[src/rtl/port_io_responder.sv]
// Port-mapped I/O responder for the kcpsmx port bus: DATA/STATUS/TIMER/CONTROL registers,
// inbound and outbound byte FIFOs bridging to valid/ready streams, and an interval timer.
module port_io_responder #(
    parameter logic [7:0] BASE_ADDR  = 8'h00,
    parameter int         FIFO_DEPTH = 4
) (
    input  logic       clk,
    input  logic       reset,
    input  logic [7:0] port_id,
    input  logic       read_strobe,
    input  logic       write_strobe,
    input  logic [7:0] out_port,
    output logic [7:0] in_port,
    output logic       interrupt,
    input  logic       interrupt_ack,
    input  logic [7:0] ext_in_data,
    input  logic       ext_in_valid,
    output logic       ext_in_ready,
    output logic [7:0] ext_out_data,
    output logic       ext_out_valid,
    input  logic       ext_out_ready
);
    localparam int          AW      = (FIFO_DEPTH > 1) ? $clog2(FIFO_DEPTH) : 1;
    localparam logic [AW:0] DEPTH_C = (AW+1)'(FIFO_DEPTH);

    logic [7:0]    r_in_mem [FIFO_DEPTH];
    logic [AW-1:0] r_in_rd, r_in_wr;
    logic [AW:0]   r_in_cnt;
    logic [7:0]    r_out_mem [FIFO_DEPTH];
    logic [AW-1:0] r_out_rd, r_out_wr;
    logic [AW:0]   r_out_cnt;
    logic [7:0]    r_in_port, r_reload, r_count;
    logic          r_interrupt, r_ext_in_ready, r_flag, r_ovf, r_udf;
    logic [2:0]    r_ctrl;

    logic [7:0]    w_off, w_rd_data;
    logic          w_hit, w_sel_data, w_sel_status, w_sel_timer, w_sel_ctrl;
    logic          w_in_empty, w_in_push, w_in_pop, w_in_udf;
    logic          w_out_valid, w_out_full, w_out_wr, w_out_pop, w_out_push, w_out_ovf;
    logic          w_expire, w_stat_rd, w_cause;
    logic [AW:0]   w_in_cnt_nxt, w_out_cnt_nxt;

    // Address decode is relative to BASE_ADDR so the block can sit anywhere in port space.
    assign w_off        = port_id - BASE_ADDR;
    assign w_hit        = (w_off[7:2] == 6'd0);
    assign w_sel_data   = w_hit & (w_off[1:0] == 2'd0);
    assign w_sel_status = w_hit & (w_off[1:0] == 2'd1);
    assign w_sel_timer  = w_hit & (w_off[1:0] == 2'd2);
    assign w_sel_ctrl   = w_hit & (w_off[1:0] == 2'd3);

    assign w_in_empty   = (r_in_cnt == '0);
    assign w_in_push    = ext_in_valid & r_ext_in_ready;
    assign w_in_pop     = read_strobe & w_sel_data & ~w_in_empty;
    assign w_in_udf     = read_strobe & w_sel_data & w_in_empty;
    assign w_in_cnt_nxt = r_in_cnt + {{AW{1'b0}}, w_in_push} - {{AW{1'b0}}, w_in_pop};

    // A push into a full OUT FIFO survives only if the head leaves in the same cycle.
    assign w_out_valid   = (r_out_cnt != '0);
    assign w_out_full    = (r_out_cnt == DEPTH_C);
    assign w_out_wr      = write_strobe & w_sel_data;
    assign w_out_pop     = w_out_valid & ext_out_ready;
    assign w_out_push    = w_out_wr & (~w_out_full | w_out_pop);
    assign w_out_ovf     = w_out_wr & w_out_full & ~w_out_pop;
    assign w_out_cnt_nxt = r_out_cnt + {{AW{1'b0}}, w_out_push} - {{AW{1'b0}}, w_out_pop};

    assign w_expire  = r_ctrl[2] & (r_count == 8'd0);
    assign w_stat_rd = read_strobe & w_sel_status;
    assign w_cause   = (r_ctrl[0] & ~w_in_empty) | (r_ctrl[1] & r_flag);

    always_comb begin
        w_rd_data = 8'h00;
        if (w_sel_data)   w_rd_data = w_in_empty ? 8'h00 : r_in_mem[r_in_rd];
        if (w_sel_status) w_rd_data = {3'b000, r_udf, r_ovf, r_flag, w_out_full, ~w_in_empty};
        if (w_sel_timer)  w_rd_data = r_count;
        if (w_sel_ctrl)   w_rd_data = {5'b00000, r_ctrl};
    end

    always_ff @(posedge clk) begin
        if (w_in_push)  r_in_mem[r_in_wr]   <= ext_in_data;
        if (w_out_push) r_out_mem[r_out_wr] <= out_port;
    end

    always_ff @(posedge clk) begin
        if (reset) begin
            r_in_rd        <= '0;
            r_in_wr        <= '0;
            r_in_cnt       <= '0;
            r_out_rd       <= '0;
            r_out_wr       <= '0;
            r_out_cnt      <= '0;
            r_in_port      <= 8'h00;
            r_interrupt    <= 1'b0;
            r_ext_in_ready <= 1'b0;
            r_reload       <= 8'h00;
            r_count        <= 8'h00;
            r_flag         <= 1'b0;
            r_ovf          <= 1'b0;
            r_udf          <= 1'b0;
            r_ctrl         <= 3'b000;
        end else begin
            if (w_in_push)  r_in_wr  <= r_in_wr + AW'(1);
            if (w_in_pop)   r_in_rd  <= r_in_rd + AW'(1);
            if (w_out_push) r_out_wr <= r_out_wr + AW'(1);
            if (w_out_pop)  r_out_rd <= r_out_rd + AW'(1);
            r_in_cnt       <= w_in_cnt_nxt;
            r_out_cnt      <= w_out_cnt_nxt;
            r_ext_in_ready <= (w_in_cnt_nxt != DEPTH_C);
            r_in_port      <= w_rd_data;
            r_interrupt    <= w_cause & ~interrupt_ack;

            if (write_strobe & w_sel_timer) begin
                r_reload <= out_port;
                r_count  <= out_port;
            end else if (r_ctrl[2]) begin
                r_count <= w_expire ? r_reload : r_count - 8'd1;
            end
            if (write_strobe & w_sel_ctrl) r_ctrl <= out_port[2:0];

            // Setting beats clearing so an expiry coinciding with a clear is not lost.
            if (w_expire)                        r_flag <= 1'b1;
            else if (w_stat_rd | interrupt_ack)  r_flag <= 1'b0;
            if (w_out_ovf)      r_ovf <= 1'b1;
            else if (w_stat_rd) r_ovf <= 1'b0;
            if (w_in_udf)       r_udf <= 1'b1;
            else if (w_stat_rd) r_udf <= 1'b0;
        end
    end

    assign in_port       = r_in_port;
    assign interrupt     = r_interrupt;
    assign ext_in_ready  = r_ext_in_ready;
    assign ext_out_valid = w_out_valid;
    assign ext_out_data  = w_out_valid ? r_out_mem[r_out_rd] : 8'h00;

endmodule
[config.mk]
export PLATFORM = sky130hd
export DESIGN_NAME = port_io_responder
export DESIGN_NICKNAME = d
export VERILOG_FILES = /design/src/rtl/port_io_responder.sv
export SDC_FILE = /design/constraint.sdc
export NUM_CORES = 1
export LEC_CHECK = 0
export ABC_AREA = 1
export BUFFER_PORTS_ARGS = -buffer_cell sky130_fd_sc_hd__buf_2
export CAP_MARGIN = 20
export CORE_ASPECT_RATIO = 1.25
export CORE_UTILIZATION = 55
export CTS_BUF_LIST = sky130_fd_sc_hd__clkbuf_8
export CTS_CLUSTER_DIAMETER = 150
export CTS_CLUSTER_SIZE = 10
export DETAILED_ROUTE_END_ITERATION = 10
export PLACE_DENSITY = 0.86
export SYNTH_ARGS = -nofsm -noshare
export SYNTH_HDL_FRONTEND = slang
export SYNTH_SLANG_ARGS = --single-unit
[constraint.sdc]
create_clock -name clk -period 2.4 [get_ports clk]
set_input_delay 0 -clock clk [delete_from_list [all_inputs] [get_ports clk]]
set_output_delay 0 -clock clk [all_outputs]
set_load 0.02 [all_outputs]
==> out/qor.yml, run 1 <==
final_max_slew_viol_count: 0
via_count: 4039
drive_gt1_share_pct: 17.45
multi_input_area_mm2: 0.001762
p_per_area_mw_per_mm2: 813.0
synthCells: 542
final_nets: 674
grt_pass1_vias: 3961
core.rowCount: 38
critPathRequiredTime_ns: 2.72
syn_nets: 587
finalSetupTns_ns: 0
drc: 0
cts_buffers: 17
area_delta_synth_final_pct: 21.48
ys_types: 31
vdd_drop_max_uv: 729.4
grt_pass1_wl_mm: 18.11
die-area_mm2: 0.009430
regArea_mm2: 0.002928
setup_viol: 0
outcome: "finished clean"
worstSetupPathType: "reg2reg"
grt_use_total_pct: 25.68
clk_latency_ns: 0.43
cp.arrival_ns: 2.64
leakage_nw: 2.458
viasPerCell: 5.301
antenna_found_initial: 0
hp-class: "in2reg"
worst_pin_slew_ns: 0.8185
min_period_over_period_pct: 96.63
synthesis.area_mm2: 0.004974
timing.hold.ws_ns: 0.03034
rsz0062_at_grt: "true"
htree_levels: 4
clock_path_buffers: 2
overflow: 0
synth_seq_area_share_pct: 58.77
clock.fmax_mhz: 431.2
die_height_um: 108.3
drtIter0Drc: 295
die_w_um: 87.06
port_buffers: 49
n_antenna_cell: 0
grt_max_degree: 28
globalplace.congestion: 0.9025
drt_wl_total_mm: 11.09
worstSetupEndpointType: "register"
fin_skew_ns: 0.01032
finalHoldViolCount: 0
min_period_ns: 2.319
dp_hpwl_mm: 7.370
drtPass1Iterations: 4
setup.worst_path.start_class: "register"
maxCapViolCount: 0
fill_cells: 657
synth_seq_cells: 114
cts_tree: "built"
wl_per_cell_um: 14.55
postRouteAntennaNets: 0
initial_core_util_pct: 56.85
clkSlewWorstSetupHoldPaths_ns: 0.07
clock-sinks: 114
slew_headroom_pct: 45.23
ys.warnings.count: 0
core_area_mm2: 0.008748
io_pins: 50
root_buffer: "clkbuf_8"
crit_path_max_fanout: 3
syn_area_per_cell_um2: 9.176
[cell usage after synthesis, drive strengths merged]
cell / instances / area share (%)
nor2: 105 / 8.4
a22oi: 1 / 0.15
nand4: 3 / 0.38
nand3: 28 / 2.9
o22ai: 6 / 0.75
clkbuf: 6 / 0.45
inv: 61 / 4.6
dfxtp: 50 / 20
nand2: 84 / 6.5
a21oi: 40 / 4.2
clkinv: 1 / 0.18
ha: 12 / 3.0
o21ai: 55 / 5.5
nor3: 9 / 1.2
or2: 1 / 0.13
xor2: 4 / 0.70
xnor2: 1 / 0.18
buf: 7 / 0.83
fa: 2 / 0.81
edfxtp: 64 / 39
nand3b: 2 / 0.30
[cells by family (layout without fill, tap and decap cells)]
logic type               after synthesis  count (layout)  synth area share, %
AO/OA/AOI/OAI                        102             102                10.62
AND/OR/NAND/NOR                      232             232                19.85
adder cells (fa/ha/maj)               14              14                3.824
buffers and inverters                 75             175                6.063
flip-flops                           114             114                58.77
XOR/XNOR                               5               5               0.8805
[state kept, by name (all words and copies together), names as in the netlist, 3 cells and up, named ones only]
signal	flops
r_in_mem	32
r_in_cnt	3
r_ctrl	3
r_out_cnt	3
r_reload	8
in_port	8
r_out_mem	32
r_count	8
[metrics by stage]
step / instances / power (mW) / util [%] / instance area (um^2) / setup slack, ns
6_report: 762 / 4.912 / 69.06 / 6042 / 0.08087
3_5_place_dp: 707 / 3.021 / 61.41 / 5373 / -0.06921
5_1_grt: 762 / 5.100 / 69.06 / 6042 / -0.006475
2_1_floorplan: 542 / 2.750 / - / 4974 / 0.1696
4_1_cts: 761 / 4.916 / 68.79 / 6018 / 0.01504
3_3_place_gp: 707 / 2.987 / 61.41 / 5373 / 0.1972
[path summary, 6_finish.rpt]
| path | from | slack [ns] | endpoint | depth (start not counted) |
|---|---|---|---|---|
| worst max register to register | r_in_cnt[0]$_SDFF_PP0_ | 0.08 | ext_in_ready$_SDFF_PP0_ | 13 |
| worst min register to register | r_reload[6]$_SDFFE_PP0P_ | 0.47 | r_reload[6]$_SDFFE_PP0P_ | 2 |
| worst max-delay path | r_in_cnt[0]$_SDFF_PP0_ | 0.08 | ext_in_ready$_SDFF_PP0_ | 13 |
| worst min-delay path | ext_in_valid | 0.03 | r_in_wr[0]$_SDFFE_PP0P_ | 3 |
[layout make-up]
type                            instances  share of cell area (%)
Multi-Input combinational cell        353                   29.16
Tap cell                              120                   2.485
Clock buffer                           18                   4.100
Clock inverter                         14                   2.920
Inverter                               62                   3.935
Timing Repair Buffer                   81                   8.946
Sequential cell                       114                   48.46
[routing by layer]
metal,GRT usage (%),routed length [um],vias up
li1,-,-,1969
met1,27.13,4334,1896
met2,46.63,5794,127
met3,6.412,494,47
met4,13.33,466,0
met5,0,0,-
[critical path: stages, from the launching register on]
cell     delay [ns]
dfxtp_1        0.36
nor2_1         0.06
nand2_1        0.07
inv_1          0.08
nor3_2         0.24
ha_1           0.27
inv_1          0.06
ha_1           0.14
inv_1          0.05
fa_2           0.37
xnor2_2        0.15
xor2_1         0.17
o21ai_1        0.13
inv_1          0.05
[what timing repair did]
action / in CTS / in global routing
resized for setup: 1 / 6
cloned: 0 / 0
setup endpoints to repair: 1 / 3
hold endpoints to repair: 84 / 0
pin swaps: 0 / 2
hold buffers: 22 / 0
buffers inserted: 0 / 1
[power by group]
part | leakage [nW] | switching (mW) | total, mW | internal (mW)
Sequential | 0.984 | 0.0788 | 2.21 | 2.13
Clock | 0.210 | 0.823 | 1.89 | 1.07
Combinational | 1.26 | 0.522 | 0.813 | 0.291
[cells in the final DEF, fill, tap and decap left out, types with 2 or more instances in the layout]
cell / instances
a21oi_1: 38
a21oi_2: 2
buf_2: 49
buf_4: 10
bufinv_16: 3
clkbuf_8: 18
clkinv_2: 2
clkinv_4: 4
clkinvlp_4: 2
dfxtp_1: 48
dlygate4sd3_1: 22
edfxtp_1: 64
ha_1: 12
inv_1: 59
inv_2: 2
inv_6: 4
nand2_1: 82
nand3_1: 27
nand3b_1: 2
nand4_1: 3
nor2_1: 99
nor2_2: 4
nor2_4: 2
nor3_1: 6
nor3_2: 3
o21ai_0: 52
o21ai_1: 3
o22ai_1: 6
xor2_1: 4
Power figures use the tool's default switching activity.
==> run 2, diff against run 1 <==
--- a/config.mk
+++ b/config.mk
@@ -9,12 +9,12 @@
 export BUFFER_PORTS_ARGS = -buffer_cell sky130_fd_sc_hd__buf_2
 export CAP_MARGIN = 20
 export CORE_ASPECT_RATIO = 1.25
-export CORE_UTILIZATION = 55
+export CORE_UTILIZATION = 66
 export CTS_BUF_LIST = sky130_fd_sc_hd__clkbuf_8
 export CTS_CLUSTER_DIAMETER = 150
 export CTS_CLUSTER_SIZE = 10
 export DETAILED_ROUTE_END_ITERATION = 10
-export PLACE_DENSITY = 0.86
+export PLACE_DENSITY = 0.95
 export SYNTH_ARGS = -nofsm -noshare
 export SYNTH_HDL_FRONTEND = slang
 export SYNTH_SLANG_ARGS = --single-unit
==> constraint.sdc (replaced) <==
create_clock -name clk -period 2.7 [get_ports clk]
set_input_delay 0 -clock clk [delete_from_list [all_inputs] [get_ports clk]]
set_output_delay 0 -clock clk [all_outputs]
set_load 0.02 [all_outputs]
==> run 2 against run 1 <==
Net effect: hold slack better by 0.0028 ns; highest routed layer unchanged; power is 10% lower; global-route usage is 14 points higher; clock-buffer cell count is 1 lower; clock power is 10% lower; register-to-register slack better by 0.05 ns; combinational power is 8.2% lower; die area is 16% lower; routed wire length is 28% higher; sequential power is 11% lower; via count is 12% higher; largest power group unchanged; clock skew is 0.0042 ns higher.
==> out/qor.yml, run 2 (synthesis gave the netlist of run 1 again) <==
outcome: "finished clean"
vdd_drop_max_uv: 708.7
drive_gt1_share_pct: 15.41
clock-sinks: 114
setup.worst_path.start_class: "register"
fin_skew_ns: 0.01454
globalplace.congestion: 0.9184
n_antenna_cell: 0
die_height_um: 99.06
critPathRequiredTime_ns: 3.09
grt_max_degree: 28
layout_commonest_cell: "nor2_1"
clk_latency_ns: 0.46
die-area_mm2: 0.007889
drt_wl_total_mm: 14.17
placed_area_mm2: 0.005308
antenna_found_initial: 0
finalSetupTns_ns: 0
maxCapViolCount: 0
multi_input_area_mm2: 0.001758
min_period_ns: 2.574
drtPass1Iterations: 6
clkSlewWorstSetupHoldPaths_ns: 0.07
via_count: 4523
htree_levels: 4
worst_pin_slew_ns: 0.8455
root_buffer: "clkbuf_8"
rsz0062_at_grt: "false"
slew_headroom_pct: 43.42
initial_core_util_pct: 68.01
postRouteAntennaNets: 0
mostFrequentLayoutCells: "100 x nor2_1, 81 x nand2_1, 64 x edfxtp_1"
core_area_mm2: 0.007313
clock_path_buffers: 2
min_period_over_period_pct: 95.33
grt_pass1_wl_mm: 22.63
reg_top3: "r_in_mem x32, r_out_mem x32"
io_pins: 50
p_per_area_mw_per_mm2: 742.6
cts_tree: "built"
fin_util_pct: 81.28
hp-class: "in2reg"
port_buffers: 49
setup_viol: 0
crit_path_max_fanout: 7
cts_buffers: 17
finalHoldViolCount: 0
grt_pass1_vias: 4597
leakage_nw: 2.427
regArea_mm2: 0.002924
worst_slack_ns: 0.1260
final_nets: 669
dp_slack_ns: 0.1434
fill_cells: 366
core.rowCount: 35
worstSetupEndpointType: "register"
area_delta_synth_final_pct: 19.52
overflow: 0
wl_per_cell_um: 19.47
worstSetupPathType: "reg2reg"
drtIter0Drc: 763
cp.arrival_ns: 2.96
drc: 0
cts_setup_buffers: 0
dp_hpwl_mm: 7.172
clock.fmax_mhz: 388.5
timing.hold.ws_ns: 0.03316
final_area_mm2: 0.005944
viasPerCell: 6.213
grt_use_total_pct: 39.77
die_w_um: 79.65
final_max_slew_viol_count: 0
## run 2: changes by cell type in the layout (fill, tap and decap cells not counted), sizes merged
cell    change
buf         -5
inv         -2
bufinv      +1
clkbuf      -1
clkinv      +1
## run 2: final timing paths
path | from | endpoint | slack [ns] | cells after the start
min reg2reg | r_reload[5]$_SDFFE_PP0P_ | r_reload[5]$_SDFFE_PP0P_ | 0.47 | 2
max | r_in_cnt[1]$_SDFF_PP0_ | ext_in_ready$_SDFF_PP0_ | 0.13 | 13
max reg2reg | r_in_cnt[1]$_SDFF_PP0_ | ext_in_ready$_SDFF_PP0_ | 0.13 | 13
min | ext_in_valid | r_in_wr[1]$_SDFFE_PP0P_ | 0.03 | 3
## run 2: area by class of cell
| class | count | share of cell area (%) |
|---|---|---|
| multi-input combinational | 353 | 29.57 |
| tap | 92 | 1.936 |
| inverter | 62 | 3.999 |
| clock inverter | 14 | 2.905 |
| clock buffer | 17 | 3.936 |
| timing repair buffer | 76 | 8.461 |
| sequential | 114 | 49.19 |
## run 2: worst max-delay path: stages, from the launching register on
cell and delay, ns:
dfxtp_2 0.38, inv_1 0.09, nand2_2 0.15, inv_1 0.14
nor3_4 0.25, ha_1 0.28, inv_1 0.06, ha_1 0.13
inv_1 0.05, fa_1 0.37, xnor2_1 0.19, xor2_1 0.24
o21ai_0 0.10, inv_1 0.09
## run 2: routing by layer
metal	track usage (%)	routed length, um	vias up
met4	28.53	999	0
met1	40.73	4534	2069
met5	0	0	-
met2	66.21	7200	373
met3	14.07	1437	114
li1	-	-	1967
## run 2: what timing repair did
| action | in CTS | in global routing |
|---|---|---|
| endpoints found under the setup margin | 0 | 2 |
| resized for setup | 0 | 3 |
| hold buffers | 22 | 0 |
| endpoints found under the hold margin | 85 | 0 |
## run 2: metrics by stage
stage / std cells / total power, mW
floorplan: 542 / 2.444
global placement: 675 / 2.642
detailed placement: 675 / 2.675
CTS: 728 / 4.338
global route: 728 / 4.533
finish: 728 / 4.414
## run 2: report_power, final
part           switching [mW]  internal, mW
Combinational           0.496         0.250
Sequential             0.0729          1.90
Clock                   0.721         0.980
